`config.mk`:
```
export PLATFORM = sky130hd
export DESIGN_NAME = llsc_link_unit
export DESIGN_NICKNAME = d
export VERILOG_FILES = /design/src/rtl/llsc_link_unit.sv
export SDC_FILE = /design/constraint.sdc
export NUM_CORES = 1
export LEC_CHECK = 0
export ABC_AREA = 1
export CORE_ASPECT_RATIO = 1.75
export CORE_MARGIN = 10
export CORE_UTILIZATION = 39
export DETAILED_ROUTE_END_ITERATION = 7
export DONT_BUFFER_PORTS = 1
export PLACE_DENSITY = 0.52
export SLEW_MARGIN = 0
export SYNTH_ARGS = -nofsm -noshare
export SYNTH_HDL_FRONTEND = slang
export SYNTH_SLANG_ARGS = --single-unit
```
`constraint.sdc`:
```
create_clock -name CLK -period 1.8 [get_ports CLK]
set_input_delay 0.45 -clock CLK [delete_from_list [all_inputs] [get_ports CLK]]
set_output_delay 0.45 -clock CLK [all_outputs]
set_load 0.02 [all_outputs]
```
`src/rtl/llsc_link_unit.sv`:
```
// rtl/llsc_link_unit.sv - LL/SC link register between datapath dmem port and dcache
// Plain accesses pass straight through; SC is gated on link validity and returns 1/0 as load data.
module llsc_link_unit #(
  parameter int ADDR_W   = 32,
  parameter int WORD_W   = 32,
  parameter int LINK_LSB = 2
) (
  input  logic              CLK,
  input  logic              nRST,
  input  logic              dmemREN,
  input  logic              dmemWEN,
  input  logic              datomic,
  input  logic [ADDR_W-1:0] dmemaddr,
  input  logic              cache_dhit,
  input  logic [WORD_W-1:0] cache_rdata,
  input  logic              snoop_inv,
  input  logic [ADDR_W-1:0] snoop_addr,
  output logic              cache_ren,
  output logic              cache_wen,
  output logic              dp_dhit,
  output logic [WORD_W-1:0] dp_rdata,
  output logic              link_valid
);

  localparam int TAG_W = ADDR_W - LINK_LSB;

  typedef enum logic [1:0] {IDLE, SC_WAIT, SC_FAIL} state_t;

  state_t             state_q, state_d;
  logic               link_valid_q, link_valid_d;
  logic [TAG_W-1:0]   link_addr_q, link_addr_d;

  logic [TAG_W-1:0]   req_tag, snoop_tag;
  logic               req_match, snoop_match;
  logic               is_write, is_sc, is_ll;
  logic               unused_lsb;

  assign req_tag     = dmemaddr[ADDR_W-1:LINK_LSB];
  assign snoop_tag   = snoop_addr[ADDR_W-1:LINK_LSB];
  assign unused_lsb  = ^{dmemaddr[LINK_LSB-1:0], snoop_addr[LINK_LSB-1:0]};
  assign req_match   = link_valid_q && (req_tag == link_addr_q);
  assign snoop_match = link_valid_q && (snoop_tag == link_addr_q);

  // REN and WEN together is treated as a write
  assign is_write = dmemWEN;
  assign is_sc    = dmemWEN & datomic;
  assign is_ll    = dmemREN & ~dmemWEN & datomic;

  always_comb begin
    state_d      = state_q;
    link_valid_d = link_valid_q;
    link_addr_d  = link_addr_q;
    cache_ren    = 1'b0;
    cache_wen    = 1'b0;
    dp_dhit      = 1'b0;
    dp_rdata     = '0;

    case (state_q)
      IDLE: begin
        if (is_sc) begin
          state_d = req_match ? SC_WAIT : SC_FAIL;
        end else begin
          cache_ren = dmemREN & ~dmemWEN;
          cache_wen = is_write;
          dp_dhit   = cache_dhit;
          dp_rdata  = cache_rdata;
          if (is_ll && cache_dhit) begin
            link_addr_d  = req_tag;
            link_valid_d = 1'b1;
            // a snoop to the line being linked this same cycle must still kill the link
            if (snoop_inv && (snoop_tag == req_tag)) link_valid_d = 1'b0;
          end
          if (is_write && cache_dhit && req_match) link_valid_d = 1'b0;
        end
      end
      SC_WAIT: begin
        cache_wen = 1'b1;
        if (cache_dhit) begin
          dp_dhit      = 1'b1;
          dp_rdata     = WORD_W'(1);
          link_valid_d = 1'b0;
          state_d      = IDLE;
        end else if (snoop_inv && snoop_match) begin
          state_d = SC_FAIL;
        end
      end
      SC_FAIL: begin
        dp_dhit = 1'b1;
        state_d = IDLE;
      end
      default: state_d = IDLE;
    endcase

    if (snoop_inv && snoop_match) link_valid_d = 1'b0;

    link_valid = link_valid_q;

    if (!nRST) begin
      cache_ren  = 1'b0;
      cache_wen  = 1'b0;
      dp_dhit    = 1'b0;
      dp_rdata   = '0;
      link_valid = 1'b0;
    end
  end

  always_ff @(posedge CLK) begin
    if (!nRST) begin
      state_q      <= IDLE;
      link_valid_q <= 1'b0;
      link_addr_q  <= '0;
    end else begin
      state_q      <= state_d;
      link_valid_q <= link_valid_d;
      link_addr_q  <= link_addr_d;
    end
  end

endmodule

```
* Yosys cells after proc, flatten, opt, wreduce, memory -nomap -nowiden
Cells that the tools add are included.
** Word-level totals
- Flip-flop bits (word level) :: 33
- Output and inout bits :: 36
** Operators by class
- Equal/unequal tests :: 10
- Muxes and demuxes :: 26
- Bitwise logic cells :: 6
- Reductions and logical operators :: 13
** Operators with widths (count)
- $eq 30x30->1 :: 3
- $mux 32 :: 2
- $pmux 32 s2 :: 1
- $mux 1 :: 15
- $mux 2 :: 4
- $logic_and 1x1->1 :: 7
- $ne 2x2->1 const B :: 3
- $ne 3x3->1 const B :: 2
- $pmux 1 s2 :: 2
- $pmux 2 s2 :: 1
- $reduce_and 4->1 :: 1
- $and 1x1->1 :: 3
- $not 1->1 :: 3
- $pmux 1 s3 :: 1
- $reduce_and 3->1 :: 1
- $eq 2x1->1 const B :: 1
- $eq 2x2->1 const B :: 1
- $logic_not 2->1 :: 1
- $reduce_and 2->1 :: 1
- $reduce_bool 2->1 :: 1
- $reduce_or 2->1 :: 1

* Depth between registers and ports, before layout
- Depth after elaboration :: 8
- Gate-level depth with buffers :: 14
- Gate-level depth less buffers :: 14

* Worst setup path before layout
No wires, ideal clock.
- Path type :: input-to-output
- Start :: input port dmemWEN
- End :: output port dp_rdata[10]
- Arrival :: 1.264 ns
- Path slack :: 0.086 ns
- Stages on the path :: 4
- Cells stage by stage :: nand2_1 > clkbuf_1 > nand2_1 > nor2_1
** Between the ends
- Longest elaborated chain between the ends :: 4
** RTL lines
- start, declared :: line 11 : input logic dmemWEN,
- $and 1x1->1 :: line 46 : assign is_sc = dmemWEN & datomic;
- $mux 32 :: line 60 : if (is_sc) begin
- $pmux 32 s2 :: line 58 : case (state_q)
- $mux 32 :: line 98 : if (!nRST) begin
- end, declared :: line 21 : output logic [WORD_W-1:0] dp_rdata,
No other way between the ends.

* Worst setup path after layout
- Start :: register state_q[1]
- End :: output port dp_rdata[21]
** Between the ends
- Longest elaborated chain between the ends :: 3
** RTL lines
- start, declared :: line 29 : state_t state_q, state_d;
- start signal, assigned :: line 113 : state_q <= state_d;
- $eq 2x1->1 or $logic_not 2->1 (tied branches) :: line 58
- $pmux 32 s2 (*) :: line 58
- $mux 32 (*) :: line 98
Mark *: on every way between the ends. The rest lies on a longest branch, timed or not.

==> results_dict.tcl <==
set metrics [dict create \
    outcome "completed" \
    gr-usage-met1 0.167 \
    wire_per_inst_um 16.6 \
    grt_util_met2 0.336 \
    cts-htree-levels 2 \
    grt_start_max_net_pins 55 \
    synth_top_area_share 0.243 \
    boundaryPins 139 \
    grt_first_pass_wirelength_mm 17.1 \
    yosysWarningCount 0 \
    p_total_mw 2.36 \
    chipWidth_um 86.4 \
    placedInstanceArea_um2 3360 \
    worst_path_largest_cell_delay_ns 0.33 \
    cp.buffers_inverters 4 \
    drtAntennaViolNets 0 \
    cp.arrival_ns 1.30 \
    cts.path.max_buffers 2 \
    clock_tree.root_cell "sky130_fd_sc_hd__clkbuf_16" \
    diodes 0 \
    max_freq_mhz 570 \
    die-area_um2 11800 \
    final-hold-violation-count 0 \
    grt_most_used_layer "met2" \
    synth_edf_count 0 \
    fraction_of_power_spent_switching_nets 0.314 \
    timing.final.max_slew_violations 0 \
    cts_sinks 33 \
    vias_post_dr 3373 \
    netlist_top_cells_count "sky130_fd_sc_hd__nand2_1 (195), sky130_fd_sc_hd__inv_1 (86), sky130_fd_sc_hd__nor2_1 (70)" \
    syn-mean-instance-area_um2 5.46 \
    timing.critical_path.fanout_max 16 \
    cp_required_ns 1.35 \
    synth-async-reset-ratio 0 \
    netlist_instances 551 \
    fp.coreArea_um2 7570 \
    die_height_um 136 \
    post-route-min-period_ns 1.75 \
    grt_pass1_vias 3466 \
    yosysTopAreaCell "sky130_fd_sc_hd__nand2_1" \
    p_switching_mw 0.739 \
    end_kind "output port" \
    finalClockSkew_ns 0.00338 \
    layout_area_overhead_pct 21.2 \
    power.share.clock 0.392 \
    relSlewSlack 0.634 \
    synth_most_common_cell "sky130_fd_sc_hd__nand2_1" \
    seqPwrFrac 0.331 \
    grt_remaining_overflow 0 \
    synth.yosys.seq_area_share 0.220 \
    initial_core_utilization 0.398 \
    grt_use_total 0.187 \
    power.density_cell_area_nw_per_um2 646 \
    cp_delay_by_family_top "buffers and inverters" \
    worst_voltage_drop_across_the_vdd_grid_uv 330 \
    grt_setup_unrepaired "yes" \
    rows 42 \
    dr.first_iter.drc_count 141 \
    pint_mw 1.62 \
    crit_path_cell_trace "inv_2 > nand2_4 > nor2_4 > inv_4 > buf_12 > nor2_1 > buf_4" \
    drv.max_cap_violation_count 0 \
    drt_pre_antenna_iters 4 \
    comb_power_share 0.277 \
    io_buffers 0 \
    clk_latency_ns 0.28 \
    synthDistinctLibCells 29 \
    numCtsBuffers 5 \
    postCtsHoldBufs 0 \
    cts.clk_slew.worst_paths_ns 0.06 \
    globalplace.congestion 0.916 \
    critPathKind "flip-flop to output port" \
    finalCritPeriodShare 0.975 \
    grt.met3_usage 0.0725 \
    cellLeakagePower_nw 1.81 \
    fin_nets 690 \
    cts_tree "done" \
    setup_viol 0 \
    finalInstanceArea_um2 3650 \
    place_hpwl_mm 9.28 \
    layout-drive-gt1-share 0.151 \
    vias_per_std_cell 4.99 \
    postSynthRegisterBits 33 \
    critPathSlowestCell "sky130_fd_sc_hd__dfxtp_2" \
    holdCritPathClass "primary input to flip-flop" \
    postSynthNetCount 654 \
    tightest_slew_ns 0.548 \
    synth_top_flop_cell "sky130_fd_sc_hd__dfxtp_1" \
    synth.top_cells.by_area "sky130_fd_sc_hd__nand2_1 (24%), sky130_fd_sc_hd__dfxtp_1 (22%), sky130_fd_sc_hd__inv_1 (11%), sky130_fd_sc_hd__nor2_1 (8.7%), sky130_fd_sc_hd__xnor2_1 (6.1%)" \
    number_of_antenna_violations_at_the_first_check_in_global_routing 0 \
    wirelength_mm 11.2 \
    drc_violation_count_after_routing 0 \
    start_kind "flip-flop" \
    post_synth_instance_area_um2 3010 \
]
[power by group through the flow]
stage	clock network, mW	registers [mW]	logic [mW]
after floorplan	0	0.790	0.421
after global placement	0	0.795	0.592
after detailed placement	0	0.796	0.597
after CTS	0.941	0.779	0.633
after global routing	0.970	0.783	0.721
final	0.923	0.780	0.652
[cell type report]
| cell class | instances | area, um^2 |
|---|---|---|
| Inverter | 93 | 352 |
| Multi-Input combinational cell | 411 | 1970 |
| Tap cell | 88 | 110 |
| Fill cell | 868 | 3920 |
| Clock buffer | 7 | 153 |
| Timing Repair Buffer | 43 | 390 |
| Clock inverter | 1 | 5.00 |
| Sequential cell | 33 | 663 |
[routing by layer]
layer | up-vias | part of all wire
met3 | 34 | 0.097
li1 | 1759 | -
met1 | 1449 | 0.33
met2 | 131 | 0.51
met5 | - | 0
met4 | 0 | 0.055
[repair_timing]
action,in CTS,in global routing
gates resized for setup,10,23
setup endpoints to repair,33,34
pin swaps,1,1
buffers inserted,1,0
gates cloned,1,0
[layout by cell type (no fill, tap or decap), types with 11 or more instances in the layout]
cell and instances:
sky130_fd_sc_hd__nand2_1 194, sky130_fd_sc_hd__inv_1 84, sky130_fd_sc_hd__nor2_1 54, sky130_fd_sc_hd__buf_4 34, sky130_fd_sc_hd__a21oi_1 33, sky130_fd_sc_hd__dfxtp_1 31, sky130_fd_sc_hd__o21ai_0 24, sky130_fd_sc_hd__xnor2_1 21
sky130_fd_sc_hd__nor2_2 18, sky130_fd_sc_hd__nand3_1 12, sky130_fd_sc_hd__nand4_1 11
[state kept, by name, indices dropped and copies added (netlist names)]
name,count
link_addr_q,30
state_q,2
link_valid_q,1
[path summary, 6_finish.rpt]
path                   start              end  slack, ns  depth (start not counted)
min                     nRST  link_addr_q[15]       0.31                          2
max reg2reg  link_addr_q[29]       state_q[1]       0.24                          9
max               state_q[1]     dp_rdata[21]       0.05                          7
min reg2reg  link_addr_q[27]  link_addr_q[27]       0.50                          2
[per-stage QoR]
| stage | setup TNS (ns) | util | instances | setup slack, ns | hold slack [ns] |
|---|---|---|---|---|---|
| 2_1_floorplan | 0 | - | 551 | 0.0860 | 0.462 |
| 3_3_place_gp | 0 | 0.444 | 666 | 0.146 | 0.480 |
| 3_5_place_dp | 0 | 0.444 | 666 | 0.163 | 0.492 |
| 4_1_cts | 0 | 0.472 | 676 | 0.00291 | 0.300 |
| 5_1_grt | -0.117 | 0.482 | 676 | -0.0190 | 0.312 |
| 6_report | 0 | 0.482 | 676 | 0.0454 | 0.309 |
[cell families (layout without fill, tap and decap cells)]
kind of cell / Yosys count / after routing / synth area share
DFF: 33 / 33 / 0.220
AOI/OAI and AO/OA: 79 / 79 / 0.141
xor gates and xnor gates: 29 / 29 / 0.0844
and+or+nand+nor: 303 / 303 / 0.410
buffers and inverters: 107 / 144 / 0.146
Power figures use the tool's default switching activity.
==> RTL change, RTL diff (same flow settings) <==
The parameter `WORD_W` goes from 32 to 48.
--- a/src/rtl/llsc_link_unit.sv
+++ b/src/rtl/llsc_link_unit.sv
@@ -4,3 +4,3 @@
   parameter int ADDR_W   = 32,
-  parameter int WORD_W   = 32,
+  parameter int WORD_W   = 48,
   parameter int LINK_LSB = 2
Ports: changed (resized cache_rdata and dp_rdata); port bits go from 139 to 171. The function was not compared with the original's and may differ.
==> RTL change against the unedited design <==
The flow now finishes with violations (setup timing); sequential power grew 0.8%; worst setup slack got worse by 0.13 ns; synthesized area grew 10%; sequential cell count stayed put; total power up 13%; final area grew 25%; combinational power rose by 58%; hold slack lost 0.0011 ns; clock skew down 0.0013 ns; wire length grew 35%.
==> RTL change: results (changes against the unedited design) <==
- Port Buf Inserts: 0 (unchanged)
- Worst-Margin Slew: 0.396 ns (-0.152 ns)
- Leading cell types by count after synthesis: 235 x nand2_1, 100 x inv_1, 98 x nor2_1
- Fill cells: 827 (-4.7%)
- Placed cells: 782 (+17%)
- Via count: 4113 (+22%)
- Routed len/inst: 18.9 µm (+14%)
- Ratio of cells with drive above 1 in the final layout: 17.8% (+2.6 points)
- Distinct cells, synth: 24 (-17%)
- Sequential area share after synthesis: 19.9% (-2.0 points)
- Syn nets: 759 (+16%)
- Peak supply drop: 0.000395 V (+20%)
- DRT Pass-1 Iters: 5 (+1)
- Final WS setup: -0.0886 ns (-0.134 ns)
- Placed cell area: 3770 µm² (+12%)
- Pin count of the biggest net entering global routing: 59 (+7.3%)
- Post-Syn Instances: 640 (+16%)
- Initial DRC count: 208 (+48%)
- Setup TNS: -2.07 ns (-2.07 ns)
- Critical Path Fanout Max: 8 (-8)
- Total GRT Usage: 22.5% (+3.8 points)
- First-pass GRT wire length: 21600 µm (+26%)
- Finished Layout Cells: 801 (+18%)
- GPL Wtd Cong: 0.945 (+3.2%)
- P_leak: 2.12 nW (+17%)
- Final setup viols: 46 (+46)
- Failing checks: setup timing
- Depth of the most critical reg-to-reg path: 13 (+4)
- DP HPWL: 11800 µm (+27%)
- Status: complete, but fails checks
- Pre-CTS setup slack: 0.108 ns (-0.0542 ns)
[RTL change: worst paths after layout]
kind | endpoint | slack, ns
min reg2reg | link_addr_q[3] | 0.49
min | link_addr_q[17] | 0.31
max | dp_rdata[17] | -0.09
max reg2reg | link_valid_q | 0.20
[RTL change: cells by family (layout without fill, tap and decap cells)]
family          after synthesis  count (layout)  synth area share, %
compound gates               86              86                 13.7
xor+xnor                     21              21                 5.55
flops                        33              33                 19.9
simple gates                380             380                 46.3
buf+inv                     120             166                 14.5
[RTL change: power by group]
part / internal (mW) / switching (mW) / total, mW
Clock: 0.515 / 0.322 / 0.836
Combinational: 0.430 / 0.603 / 1.03
Sequential: 0.758 / 0.0277 / 0.786
Total: 1.70 / 0.953 / 2.66
[RTL change: per-layer routing]
layer	track usage (%)	vias to the layer above	part of all wire (%)
met5	0	-	0
met4	12.5	0	5.1
met3	9.63	45	12
met2	41.1	224	52
met1	19.6	1772	30
li1	-	2072	-
[RTL change: worst max-delay path, stage by stage, from the launching register on]
cell and delay (ns):
dfxtp_4 0.36, inv_4 0.06, nand2_4 0.05, nor2_4 0.16
inv_8 0.10, clkbuf_16 0.18, nor2_2 0.10, buf_6 0.13
[RTL change: cell type report]
class | count | area [µm²] | share of cell area (%)
Multi-Input combinational cell | 487 | 2510 | 55.2
Inverter | 101 | 389 | 8.56
Clock buffer | 8 | 136 | 3.00
Sequential cell | 33 | 668 | 14.7
Timing Repair Buffer | 57 | 699 | 15.4
Tap cell | 115 | 144 | 3.17
[RTL change: timing repair]
| item | 4_1_cts | 5_1_grt |
|---|---|---|
| buffers inserted | 1 | 3 |
| resized for setup | 19 | 106 |
| setup endpoints to repair | 48 | 50 |
| gates cloned | 2 | 5 |
| pin swaps | 1 | 2 |
